===== src/rtl/bidir_bus_ctrl.sv =====
// Half-duplex bidirectional pad bus sequencer.
// Turns single-cycle core requests into setup/strobe/hold/turnaround pad cycles.
module bidir_bus_ctrl #(
    parameter int WIDTH  = 8,
    parameter int SETUP  = 1,
    parameter int STROBE = 2,
    parameter int TURN   = 1
) (
    input  logic             clk,
    input  logic             reset,
    input  logic             req,
    input  logic             wr,
    input  logic [WIDTH-1:0] wdata,
    output logic             busy,
    output logic             ack,
    output logic [WIDTH-1:0] rdata,
    output logic             stb,
    output logic [WIDTH-1:0] pad_o,
    output logic [WIDTH-1:0] pad_t,
    input  logic [WIDTH-1:0] pad_i
);

    typedef enum logic [2:0] {
        S_IDLE,
        S_SETUP,
        S_STRB,
        S_HOLD,
        S_TURN,
        S_DONE
    } state_t;

    // Counter reload values: count runs from N-1 down to 0.
    localparam logic [3:0] SETUP_LD = 4'(SETUP - 1);
    localparam logic [3:0] STRB_LD  = 4'(STROBE - 1);
    localparam logic [3:0] TURN_LD  = 4'(TURN - 1);

    state_t             state_q, state_d;
    logic [3:0]         cnt_q, cnt_d;
    logic               wr_q, wr_d;
    logic [WIDTH-1:0]   wdata_q, wdata_d;
    logic               cap;
    logic               drive_d;

    logic               busy_q, busy_d;
    logic               ack_q, ack_d;
    logic               stb_q, stb_d;
    logic [WIDTH-1:0]   rdata_q, rdata_d;
    logic [WIDTH-1:0]   pad_o_q, pad_o_d;
    logic [WIDTH-1:0]   pad_t_q, pad_t_d;

    // Next state, counter, request latch, and next values of the output registers.
    always_comb begin
        state_d = state_q;
        cnt_d   = cnt_q;
        wr_d    = wr_q;
        wdata_d = wdata_q;
        cap     = 1'b0;
        unique case (state_q)
            S_IDLE: begin
                if (req) begin
                    wr_d    = wr;
                    wdata_d = wdata;
                    if (SETUP > 0) begin
                        state_d = S_SETUP;
                        cnt_d   = SETUP_LD;
                    end else begin
                        state_d = S_STRB;
                        cnt_d   = STRB_LD;
                    end
                end
            end
            S_SETUP: begin
                if (cnt_q == 4'd0) begin
                    state_d = S_STRB;
                    cnt_d   = STRB_LD;
                end else begin
                    cnt_d = cnt_q - 4'd1;
                end
            end
            S_STRB: begin
                if (cnt_q == 4'd0) begin
                    state_d = S_HOLD;
                    cap     = !wr_q;
                end else begin
                    cnt_d = cnt_q - 4'd1;
                end
            end
            S_HOLD: begin
                state_d = S_TURN;
                cnt_d   = TURN_LD;
            end
            S_TURN: begin
                if (cnt_q == 4'd0) begin
                    state_d = S_DONE;
                end else begin
                    cnt_d = cnt_q - 4'd1;
                end
            end
            S_DONE: begin
                state_d = S_IDLE;
            end
            default: begin
                state_d = S_IDLE;
            end
        endcase

        // Pins are driven only in SETUP/STRB/HOLD of a write.
        drive_d = wr_d && ((state_d == S_SETUP) ||
                           (state_d == S_STRB)  ||
                           (state_d == S_HOLD));
        pad_t_d = drive_d ? '0 : '1;
        pad_o_d = drive_d ? wdata_d : '0;
        stb_d   = (state_d == S_STRB);
        ack_d   = (state_d == S_DONE);
        busy_d  = (state_d != S_IDLE);
        rdata_d = cap ? pad_i : rdata_q;
    end

    // State and registered outputs; reset releases the bus immediately.
    always_ff @(posedge clk or posedge reset) begin
        if (reset) begin
            state_q <= S_IDLE;
            cnt_q   <= 4'd0;
            wr_q    <= 1'b0;
            wdata_q <= '0;
            busy_q  <= 1'b0;
            ack_q   <= 1'b0;
            stb_q   <= 1'b0;
            rdata_q <= '0;
            pad_o_q <= '0;
            pad_t_q <= '1;
        end else begin
            state_q <= state_d;
            cnt_q   <= cnt_d;
            wr_q    <= wr_d;
            wdata_q <= wdata_d;
            busy_q  <= busy_d;
            ack_q   <= ack_d;
            stb_q   <= stb_d;
            rdata_q <= rdata_d;
            pad_o_q <= pad_o_d;
            pad_t_q <= pad_t_d;
        end
    end

    assign busy  = busy_q;
    assign ack   = ack_q;
    assign stb   = stb_q;
    assign rdata = rdata_q;
    assign pad_o = pad_o_q;
    assign pad_t = pad_t_q;

endmodule

===== config.mk =====
export PLATFORM = sky130hd
export DESIGN_NAME = bidir_bus_ctrl
export DESIGN_NICKNAME = d
export VERILOG_FILES = /design/src/rtl/bidir_bus_ctrl.sv
export SDC_FILE = /design/constraint.sdc
export NUM_CORES = 1
export LEC_CHECK = 0
export CAP_MARGIN = 20
export CORE_UTILIZATION = 49
export CTS_BUF_LIST = sky130_fd_sc_hd__clkbuf_8
export DETAILED_ROUTE_END_ITERATION = 10
export PLACE_DENSITY = 0.8
export SETUP_SLACK_MARGIN = 0.02
export SYNTH_ARGS = -nofsm -noshare
export SYNTH_HDL_FRONTEND = slang
export SYNTH_SLANG_ARGS = --single-unit

===== constraint.sdc =====
create_clock -name clk -period 2.7 [get_ports clk]
set_input_delay 0.27 -clock clk [delete_from_list [all_inputs] [get_ports clk]]
set_output_delay 0.27 -clock clk [all_outputs]
set_load 0.05 [all_outputs]

==> flow_summary.ini, run 1 <==
[power]
p_leak_nw = 0.967
ir_drop_v = 0.000628
p_per_area_nw_per_um2 = 1420
power.total_mw = 3.16

[finish]
fill_cells = 235
fin_area_sq_um = 2230
fin_nets = 199
area_delta_synth_final_pct = 32.2
diodes = 0
drive_gt1_share_pct = 18.0

[detailed_routing]
wire_per_inst_microns = 15.4
ant_nets = 0
vias = 1154
vias_per_cell = 5.20
drt-initial-drc-count = 20
drc_errors = 0
wirelength_microns = 3420
firstDrtPassIters = 4

[timing]
rsz0062_at_grt = no
setup_slack_ns = 0.457
fin_crit_sh_pct = 83.1
setup-tns-final_ns = 0
slew_headroom_pct = 50.5
clock.fmax_mhz = 446
hold_viol = 0
finalWorstPathRequiredPeriod_ns = 2.24
fin_skew_ns = 0.00437
worst_pin_slew_ns = 0.742
slew_viol_final = 0
setup_viol = 0

[synthesis]
synth_cells = 137
async_flop_share_pct = 100
ys_ff_latch = 36
synth-edff-count = 0
synth_area_leaders = dfrtp_1 52%, mux2_4 7.1%, mux2_2 6.7%, nor2b_1 3.3%, buf_4 3.1%
synthFlopType = dfrtp_1
avgSynthCellArea_sq_um = 12.3
ys_types = 37
yosysTopAreaCell = dfrtp_1
synthTopCellsByCount = 35 x dfrtp_1, 10 x mux2_2, 9 x nor2b_1, 8 x mux2_4, 7 x buf_4
synth_top_area_share_pct = 51.9
synth_area_sq_um = 1690
synth_nets = 159
ys_seq_area_share_pct = 53.4
synth.most_common_cell = dfrtp_1
synth-warning-count = 0

[placement]
dp_hpwl_microns = 2380
pre_cts_slack_ns = 0.482
port_buffers = 46
gp_congestion = 0.817
place_area_sq_um = 2120

[worst_setup_path]
crit_required_ns = 2.87
crit_path_top_delay_cell = or4_4
r2r_start = cnt_q[0]
slowest_delay_ns = 0.62
worst-path-buf-inv = 1
crit_fanout = 8
worstPathCellList = inv_1, ha_1, or3b_1, or4_4, mux2_4
crit_arrival_ns = 2.41
crit_family = simple AND/OR/NAND/NOR gates
criticalPathCategory = reg -> reg
worst-path-stages = 5
crit_path_end_kind = flip-flop
startpoint_type = flip-flop
worst_r2r_path_depth = 5
r2r-end = rdata[7]
rrSetupSlack_ns = 0.46

[clock_network]
clock_path_buffers = 2
cts_made_buffers = 5
holdBufCountCts = 0
insertion_delay_ns = 0.28
ctsResizeCount = 0
clkSlewWorstSetupHoldPaths_ns = 0.07
cts_setup_buffers = 0
clock-sinks = 36
clockRootBuffer = clkbuf_8
htree_num_levels = 2
cts_tree = done

[floorplanning]
io_pins = 47
die_h_microns = 60.7
die_area_sq_um = 3680
initial_core_util_pct = 53.5
row_count = 20
coreArea_sq_um = 3150
dieWidth_microns = 60.7

[global_routing]
grt-ovfl-total = 0
antenna_found_initial = 0
grt_pass1_vias = 1146
gr-usage-all-layers_pct = 20.4
grt_pass1_wl_microns = 5310
grt_max_degree = 37

[hold_path]
hold_class = in -> async

[run_status]
status = completed

[job]
maxCapViolCount = 0
-- through the flow --
stage	utilization (%)	hold WS [ns]	instances
after floorplan	-	0.405	137
after global placement	67.3	0.475	214
after detailed placement	67.3	0.482	214
after CTS	70.8	0.390	222
after global routing	70.8	0.438	222
final	70.8	0.374	222
-- worst max-delay path by stage --
| stage | slack [ns] | start | end |
|---|---|---|---|
| finish | 0.46 | cnt_q[0] | rdata[7] |
| global route | 0.37 | cnt_q[0] | rdata[7] |
| CTS | 0.47 | cnt_q[0] | rdata[7] |
| detailed placement | 0.48 | cnt_q[0] | rdata[0] |
| global placement | 0.54 | cnt_q[0] | rdata[4] |
| floorplan | 0.54 | cnt_q[0] | rdata[0] |
-- flip-flops by register name (all words and copies together) (netlist names) --
name	flops
pad_t	1
wdata_q	8
wr_q	1
rdata	8
pad_o	8
stb	1
cnt_q	4
ack	1
state_q	3
busy	1
-- routing by layer --
metal	GRT usage (%)	part of all wire [%]	up-vias
met4	8.77	1.7	0
met1	24.7	44	569
met5	0	0	-
met3	6.82	4.1	6
met2	33.6	51	30
li1	-	-	549
-- placed cells by master (no fill, tap or decap), drive strengths merged, types with 4 or more instances in the layout --
cell type / n
dfrtp: 35
o21ai: 5
inv: 5
a21oi: 4
nand2b: 5
nor2b: 9
mux2: 18
clkdlybuf4s50: 46
clkbuf: 5
o211ai: 5
nor2: 4
-- worst reg2reg max path, delay by kind of cell (launching register included) --
family                   cells  cell delay (ns)
adder cells (fa/ha/maj)      1             0.18
buffers and inverters        1             0.12
flip-flops                   1             0.43
multiplexers                 1             0.33
AND/OR/NAND/NOR              2             1.07
-- logic make-up after synthesis --
kind of cell | synth area share [%]
AO/OA/AOI/OAI | 9.56
adder cells (fa/ha/maj) | 1.48
buffers and inverters | 6.08
flip-flops | 53.4
multiplexers | 15.0
AND/OR/NAND/NOR | 14.5
-- report_power, final --
part	internal, mW	switching [mW]
clock	0.270	0.188
sequential	0.785	0.208
combinational	0.700	1.01
-- cell type report --
class	count	area (sq um)	share of cell area (%)
flip-flops and latches	36	902	40.4
multi-input cells	83	683	30.6
repair buffers	47	468	21.0
clock buffers	5	68.8	3.08
well taps	44	55.1	2.47
clock inverters	3	38.8	1.74
inverters	4	15.0	0.673
Power figures use the tool's default switching activity.
==> inputs of run 2 (changes only) <==
Clock period 2.7 ns to 2.3 ns, I/O delays scaled along.
==> run 2 against run 1 <==
Register-to-register slack worse by 0.32 ns. Sequential power is 17% higher. First-iteration DRC count increased by 100%. Design area is 1.2% higher. Critical path type unchanged. Highest routed layer unchanged. Worst setup slack worse by 0.32 ns.
==> flow_summary.ini, run 2 (synthesis gave the netlist of run 1 again) <==
[placement]
place_area_sq_um = 2150
port_buffers = 46
placed_cells = 217
gp_congestion = 0.844
pre_cts_slack_ns = 0.162
dp_hpwl_microns = 2520

[timing]
slew_headroom_pct = 61.9
worst_hold_slack_ns = 0.362
worst_pin_slew_ns = 0.572
rsz0062_at_grt = no
setup_slack_ns = 0.141
finalWorstPathRequiredPeriod_ns = 2.16
hold_viol = 0
setup_viol = 0
fin_crit_sh_pct = 93.9
fin_skew_ns = 0.00587
setup-tns-final_ns = 0
clock.fmax_mhz = 463
slew_viol_final = 0

[global_routing]
antenna_found_initial = 0
grt_pass1_vias = 1228
grt_max_degree = 37
gr-usage-all-layers_pct = 21.0
grt-ovfl-total = 0
grt_pass1_wl_microns = 5400

[finish]
fin_nets = 202
final_common_cell = clkdlybuf4s50_1
mostFrequentLayoutCells = 46 x clkdlybuf4s50_1, 35 x dfrtp_1, 10 x mux2_2
fill_cells = 228
diodes = 0
utilization_pct = 71.6
area_delta_synth_final_pct = 33.7
drive_gt1_share_pct = 19.9
fin_cells = 225
fin_area_sq_um = 2260

[floorplanning]
row_count = 20
coreArea_sq_um = 3150
dieWidth_microns = 60.7
die_h_microns = 60.7
die_area_sq_um = 3680
initial_core_util_pct = 53.5
io_pins = 47

[worst_setup_path]
crit_fanout = 8
r2r-end = rdata[4]
crit_arrival_ns = 2.33
r2r_start = cnt_q[0]
criticalPathCategory = reg -> reg
startpoint_type = flip-flop
rrSetupSlack_ns = 0.14
worst_r2r_path_depth = 5
crit_path_end_kind = flip-flop
crit_required_ns = 2.47

[clock_network]
htree_num_levels = 2
cts_tree = done
cts_made_buffers = 5
holdBufCountCts = 0
insertion_delay_ns = 0.29
ctsResizeCount = 0
clockRootBuffer = clkbuf_8
clock-sinks = 36
clkSlewWorstSetupHoldPaths_ns = 0.08
cts_setup_buffers = 0
clock_path_buffers = 2

[power]
ir_drop_v = 0.000934
p_leak_nw = 0.976
power.total_mw = 3.78
p_per_area_nw_per_um2 = 1680

[detailed_routing]
ant_nets = 0
wire_per_inst_microns = 15.7
drt-initial-drc-count = 40
wirelength_microns = 3540
vias_per_cell = 5.32
vias = 1197
firstDrtPassIters = 4
drc_errors = 0

[job]
maxCapViolCount = 0

[hold_path]
hold_class = in -> async

[run_status]
status = completed
-- run 2: cell count changes in the layout (fill, tap and decap cells not counted), sizes merged --
cell      previous run  this run
buf                  1         4
clkinvlp             0         1
inv                  5         4
-- run 2: worst max-delay path, cell delays in order, from the launching register on --
cell and delay [ns]:
dfrtp_1 0.43, inv_1 0.13, ha_1 0.17, or3b_1 0.37
or4_4 0.60, mux2_4 0.34
-- run 2: power by group --
group          switching, mW  total, mW  internal, mW
logic                   1.21       2.07         0.858
clock network          0.231      0.551         0.321
registers              0.242       1.16         0.922
total                   1.68       3.78          2.10
-- run 2: layout make-up --
| class | count | area, sq um | area share [%] |
|---|---|---|---|
| clock buffers | 5 | 68.8 | 3.05 |
| clock inverters | 3 | 42.5 | 1.88 |
| inverters | 4 | 15.0 | 0.665 |
| multi-input cells | 83 | 683 | 30.3 |
| flip-flops and latches | 36 | 902 | 40.0 |
| well taps | 44 | 55.1 | 2.44 |
| repair buffers | 50 | 490 | 21.7 |
-- run 2: worst max path at each step --
stage / from / end
floorplan: cnt_q[0] / rdata[0]
global placement: cnt_q[0] / rdata[4]
detailed placement: cnt_q[0] / rdata[4]
CTS: cnt_q[0] / rdata[4]
global route: cnt_q[0] / rdata[4]
finish: cnt_q[0] / rdata[4]
-- run 2: routing by layer --
metal  wire length [microns]  track usage [%]  up-vias
met4                      66             10.4        0
li1                        -                -      559
met3                     154             6.40        6
met1                    1510             24.2      595
met2                    1810             35.5       37
met5                       0                0        -
